$ cat config.mk
export PLATFORM = sky130hd
export DESIGN_NAME = sequential_ripple_carry_adder
export DESIGN_NICKNAME = d
export VERILOG_FILES = /design/src/rtl/adder_pkg.sv /design/src/rtl/ripple_carry_adder.sv /design/src/rtl/sequential_ripple_carry_adder.sv
export SDC_FILE = /design/constraint.sdc
export NUM_CORES = 1
export LEC_CHECK = 0
export ABC_AREA = 1
export CORE_MARGIN = 5
export CORE_UTILIZATION = 35
export CTS_CLUSTER_SIZE = 24
export DETAILED_ROUTE_END_ITERATION = 12
export PLACE_DENSITY_LB_ADDON = 0.15
export SYNTH_ARGS = -nofsm -noshare
export SYNTH_HDL_FRONTEND = slang
export SYNTH_SLANG_ARGS = --single-unit
$ cat constraint.sdc
create_clock -name i_clk -period 4.65 [get_ports i_clk]
set_clock_uncertainty 0.1 [all_clocks]
set_input_delay 0.6975 -clock i_clk [delete_from_list [all_inputs] [get_ports i_clk]]
set_output_delay 0.6975 -clock i_clk [all_outputs]
set_load 0.005 [all_outputs]
$ cat src/rtl/adder_pkg.sv
// Shared types and sizing helpers for the chunked adder datapaths.
package adder_pkg;

  typedef enum logic [1:0] {
    IDLE = 2'd0,
    RUN  = 2'd1,
    DONE = 2'd2
  } state_t;

  function automatic int num_chunks(input int size, input int chunk);
    return size / chunk;
  endfunction

  // A single-chunk configuration still needs a 1-bit index register.
  function automatic int idx_width(input int nchunk);
    return (nchunk > 1) ? $clog2(nchunk) : 1;
  endfunction

endpackage

$ cat src/rtl/ripple_carry_adder.sv
// Combinational full-adder chain of SIZE bits with carry in and carry out.
module ripple_carry_adder #(
  parameter int SIZE = 8
) (
  input  logic [SIZE-1:0] a,
  input  logic [SIZE-1:0] b,
  input  logic            c_in,
  output logic [SIZE-1:0] sum,
  output logic            c_out
);

  logic [SIZE:0] c;

  assign c[0] = c_in;

  for (genvar i = 0; i < SIZE; i++) begin : g_fa
    assign sum[i]   = a[i] ^ b[i] ^ c[i];
    assign c[i + 1] = (a[i] & b[i]) | (c[i] & (a[i] ^ b[i]));
  end

  assign c_out = c[SIZE];

endmodule

$ cat src/rtl/sequential_ripple_carry_adder.sv
// Multi-cycle adder: sum = a + b + c_in, CHUNK bits per clock with a registered
// inter-chunk carry; operands and result use valid/ready handshakes.
module sequential_ripple_carry_adder
  import adder_pkg::*;
#(
  parameter int SIZE  = 32,
  parameter int CHUNK = 8
) (
  input  logic            i_clk,
  input  logic            i_rst,
  input  logic            i_valid,
  output logic            o_ready,
  input  logic [SIZE-1:0] i_a,
  input  logic [SIZE-1:0] i_b,
  input  logic            i_c_in,
  output logic            o_valid,
  input  logic            i_ready,
  output logic [SIZE-1:0] o_sum,
  output logic            o_c_out,
  output logic            o_busy
);

  localparam int NCHUNK = num_chunks(SIZE, CHUNK);
  localparam int IDXW   = idx_width(NCHUNK);

  if (SIZE % CHUNK != 0) begin : g_bad_chunk
    $error("sequential_ripple_carry_adder: SIZE (%0d) must be a multiple of CHUNK (%0d)",
           SIZE, CHUNK);
  end

  state_t            state;
  state_t            state_next;
  logic [SIZE-1:0]   a_reg;
  logic [SIZE-1:0]   b_reg;
  logic              carry_reg;
  logic [IDXW-1:0]   idx;
  logic [31:0]       base;
  logic              last_chunk;
  logic [CHUNK-1:0]  a_chunk;
  logic [CHUNK-1:0]  b_chunk;
  logic [CHUNK-1:0]  s_chunk;
  logic              c_chunk;

  assign base       = 32'(idx) * 32'(CHUNK);
  assign last_chunk = (idx == IDXW'(NCHUNK - 1));
  assign a_chunk    = a_reg[base +: CHUNK];
  assign b_chunk    = b_reg[base +: CHUNK];

  ripple_carry_adder #(
    .SIZE(CHUNK)
  ) u_chunk_add (
    .a     (a_chunk),
    .b     (b_chunk),
    .c_in  (carry_reg),
    .sum   (s_chunk),
    .c_out (c_chunk)
  );

  // Handshake outputs decode state directly so reset clears them asynchronously.
  assign o_ready = (state == IDLE);
  assign o_valid = (state == DONE);
  assign o_busy  = (state != IDLE);

  always_ff @(posedge i_clk or posedge i_rst) begin
    if (i_rst) begin
      state <= IDLE;
    end else begin
      state <= state_next;
    end
  end

  always_comb begin
    state_next = state;
    case (state)
      IDLE:    if (i_valid)    state_next = RUN;
      RUN:     if (last_chunk) state_next = DONE;
      DONE:    if (i_ready)    state_next = IDLE;
      default:                 state_next = IDLE;
    endcase
  end

  always_ff @(posedge i_clk or posedge i_rst) begin
    if (i_rst) begin
      a_reg     <= '0;
      b_reg     <= '0;
      carry_reg <= 1'b0;
      idx       <= '0;
      o_sum     <= '0;
      o_c_out   <= 1'b0;
    end else begin
      case (state)
        IDLE: begin
          if (i_valid) begin
            a_reg     <= i_a;
            b_reg     <= i_b;
            carry_reg <= i_c_in;
            idx       <= '0;
            o_sum     <= '0;
          end
        end
        RUN: begin
          o_sum[base +: CHUNK] <= s_chunk;
          carry_reg            <= c_chunk;
          idx                  <= idx + IDXW'(1);
          if (last_chunk) begin
            o_c_out <= c_chunk;
          end
        end
        default: begin
        end
      endcase
    end
  end

endmodule
==> flow_metrics.py <==
metrics = {
    "power": {
        "p_sw_mw": 2.07,
        "ir_drop_v": 0.000281,
        "p_seq_share_pct": 32.9,
        "leakagePower_nw": 3.22,
        "p_per_area_nw_per_um2": 729,
        "clock_power_share_pct": 14.9,
        "combPwrFrac_pct": 52.2,
        "total_power_mw": 4.69,
        "p_sw_share_pct": 44.1,
        "p_int_mw": 2.62,
    },
    "grt": {
        "grt_pass1_wl_um": 21800,
        "track_usage_pct": 16.1,
        "antenna_found_initial": 0,
        "grt_pass1_vias": 4373,
        "grt_max_degree": 98,
        "grt.overflow.total": 0,
    },
    "timing": {
        "worst_pin_slew_ps": 993,
        "fin_ws_ps": 275,
        "finalHoldViolCount": 0,
        "finalCritPeriodShare_pct": 94.1,
        "slew_headroom_pct": 33.8,
        "finalSetupTns_ps": 0,
        "clock.fmax_ghz": 0.229,
        "slew_viol_final": 0,
        "min_period_ps": 4370,
        "hold_ws_ps": 372,
        "grt_setup_unrepaired": "no",
        "setup_viol": 0,
    },
    "critical_path": {
        "crit_path_top_delay_cell": "dfrtp_2",
        "cp-endpoint": "o_sum[31]$_DFFE_PP0P_",
        "r2r_slack_ps": 280,
        "path_depth": 19,
        "r2r_end": "o_sum[31]$_DFFE_PP0P_",
        "critical_path.top_delay_family": "adder cells",
        "required_ps": 4780,
        "cpPeakStageDelay_ps": 460,
        "crit_type": "reg -> reg",
        "rr_worst_depth": 19,
        "crit_start": "idx[0]$_DFFE_PP0P_",
        "worstReg2RegStart": "idx[0]$_DFFE_PP0P_",
        "cp-end-kind": "flip-flop",
        "path_buf_inv": 4,
        "start_kind": "flip-flop",
        "crit_path_max_fanout": 8,
        "arrival_ps": 4500,
        "path_cells": "inv_4 > nand2_1 > nand3_1 > nand2_1 > fa_1 > fa_2 > fa_2 > fa_1 > fa_1 > inv_1 > fa_1 > inv_1 > fa_1 > inv_1 > fa_1 > nand2_1 > nor2_1 > nand2_1 > nand2_1",
        "cp_common_cell": "fa_1",
    },
    "final_layout": {
        "syn_to_final_growth_pct": 28.8,
        "diodes": 0,
        "final_common_cell": "nand2_1",
        "fin_nets": 794,
        "drive_gt1_share_pct": 6.55,
        "finish.utilization_pct": 46.2,
        "final_cell_area_um2": 6440,
        "final_cell_mix": "nand2_1 (270), nand3_1 (124), clkdlybuf4s50_1 (103)",
        "fill_cells": 1407,
        "final_cells": 898,
    },
    "floorplanning": {
        "dieArea_um2": 16800,
        "die_h_um": 130,
        "core.rowCount": 43,
        "die_w_um": 130,
        "initial_core_util_pct": 35.9,
        "io_pins": 105,
        "core_um2": 13900,
    },
    "job": {
        "max_cap_violations": 0,
    },
    "logic_synthesis": {
        "synthXorXnorAreaFrac_pct": 0,
        "syn_inst": 620,
        "syn-cell-area_um2": 5000,
        "synth_simple_gate_area_share_pct": 37.0,
        "synthAdderAreaFrac_pct": 4.20,
        "synth_cell_types": 21,
        "yosys_warnings": 0,
        "avgSynthCellArea_um2": 8.07,
        "synth_mux_area_share_pct": 0,
        "synth-compound-area-share_pct": 1.65,
        "ys_seq_area_share_pct": 51.0,
        "synth.net_count": 701,
        "synth_top_family_by_area": "simple AND/OR/NAND/NOR gates",
        "ys_seq_elements": 102,
    },
    "drt": {
        "vias": 4345,
        "viasPerCell": 4.84,
        "first_pass_iters": 4,
        "drcViolationCount": 0,
        "avgRoutedWirePerCell_um": 14.6,
        "route.antenna.remaining_nets": 0,
        "drt_iter0_drc": 288,
        "wl_um": 13100,
    },
    "clocking": {
        "cts_num_sinks": 102,
        "clockBufferDepth": 2,
        "cts_root_buffer": "clkbuf_16",
        "cts_buffers": 9,
        "htreeDepth": 3,
        "clkTransAtPathRegs_ps": 70,
        "hold_buffers": 0,
        "cts_tree": "yes",
        "clk_latency_ps": 340,
    },
    "placed_design": {
        "gp_congestion": 0.889,
        "place_area_um2": 6130,
        "dp.cells": 878,
        "io_buffers": 104,
        "post-place-ws_ps": 145,
        "hpwlAfterDp_um": 9710,
    },
    "min_path": {
        "hp-start": "a_reg[31]$_DFFE_PP0P_",
        "worstHoldPathType": "reg -> reg",
    },
    "outcome": {
        "outcome": "finished, final reports clean",
    },
}
==> cell families after synthesis <==
logic type | after synthesis
AOI/OAI and AO/OA | 14
buffers and inverters | 59
adders and majority gates | 12
and+or+nand+nor | 433
DFF | 102
==> worst min path at each step <==
| stage | cells past startpoint | to | slack [ps] |
|---|---|---|---|
| 2_1_floorplan | 2 | a_reg[29]$_DFFE_PP0P_ | 340 |
| 3_3_place_gp | 2 | a_reg[31]$_DFFE_PP0P_ | 350 |
| 3_5_place_dp | 2 | a_reg[29]$_DFFE_PP0P_ | 360 |
| 4_1_cts | 2 | a_reg[29]$_DFFE_PP0P_ | 380 |
| 5_1_grt | 2 | a_reg[31]$_DFFE_PP0P_ | 400 |
| 6_report | 2 | a_reg[31]$_DFFE_PP0P_ | 370 |
==> metal layers <==
| metal | GRT usage [%] | part of all wire, % |
|---|---|---|
| met3 | 2.51 | 4.8 |
| met2 | 26.6 | 48 |
| met4 | 3.79 | 1.2 |
| met5 | 0 | 0 |
| met1 | 22.5 | 46 |
==> cell type report <==
type	instances	area, µm²	area share [%]
clock buffers	10	229	3.55
flip-flops and latches	102	2550	39.7
inverters	21	83.8	1.30
multi-input cells	459	2150	33.3
clock inverters	6	46.3	0.719
well taps	180	225	3.50
repair buffers	120	1160	17.9
==> timing repair <==
action | 4_1_cts | 5_1_grt
resized for setup | 0 | 5
hold endpoints to repair | 0 | 0
setup endpoints to repair | 0 | 4
setup buffers | 0 | 4
==> cells in the mapped netlist, drive strengths merged <==
| cell | count | area share (%) |
|---|---|---|
| nand2 | 271 | 20 |
| nand3 | 126 | 13 |
| dfrtp | 102 | 51 |
| buf | 31 | 4.0 |
| nor2 | 30 | 3.1 |
| inv | 21 | 1.6 |
| o21ai | 9 | 0.90 |
| fa | 8 | 3.2 |
| clkbuf | 7 | 0.53 |
| nor3 | 6 | 0.60 |
| ha | 4 | 1.0 |
| o211ai | 4 | 0.60 |
| o31ai | 1 | 0.15 |
==> worst register-to-register path: cells and delay by family, from the launching register on <==
kind | cells | cell delay, ps
adder cells (fa/ha/maj) | 8 | 2880
buffers and inverters | 4 | 330
flip-flops | 1 | 460
AND/OR/NAND/NOR | 7 | 500
==> power groups by stage <==
stage	Clock, mW	Combinational, mW	Sequential, mW
finish	0.698	2.45	1.54
global route	0.757	2.79	1.59
CTS	0.710	2.44	1.55
detailed placement	0	2.45	1.56
global placement	0	2.40	1.55
floorplan	0	1.66	1.46
Note: power is estimated with default switching activity, not from simulation.
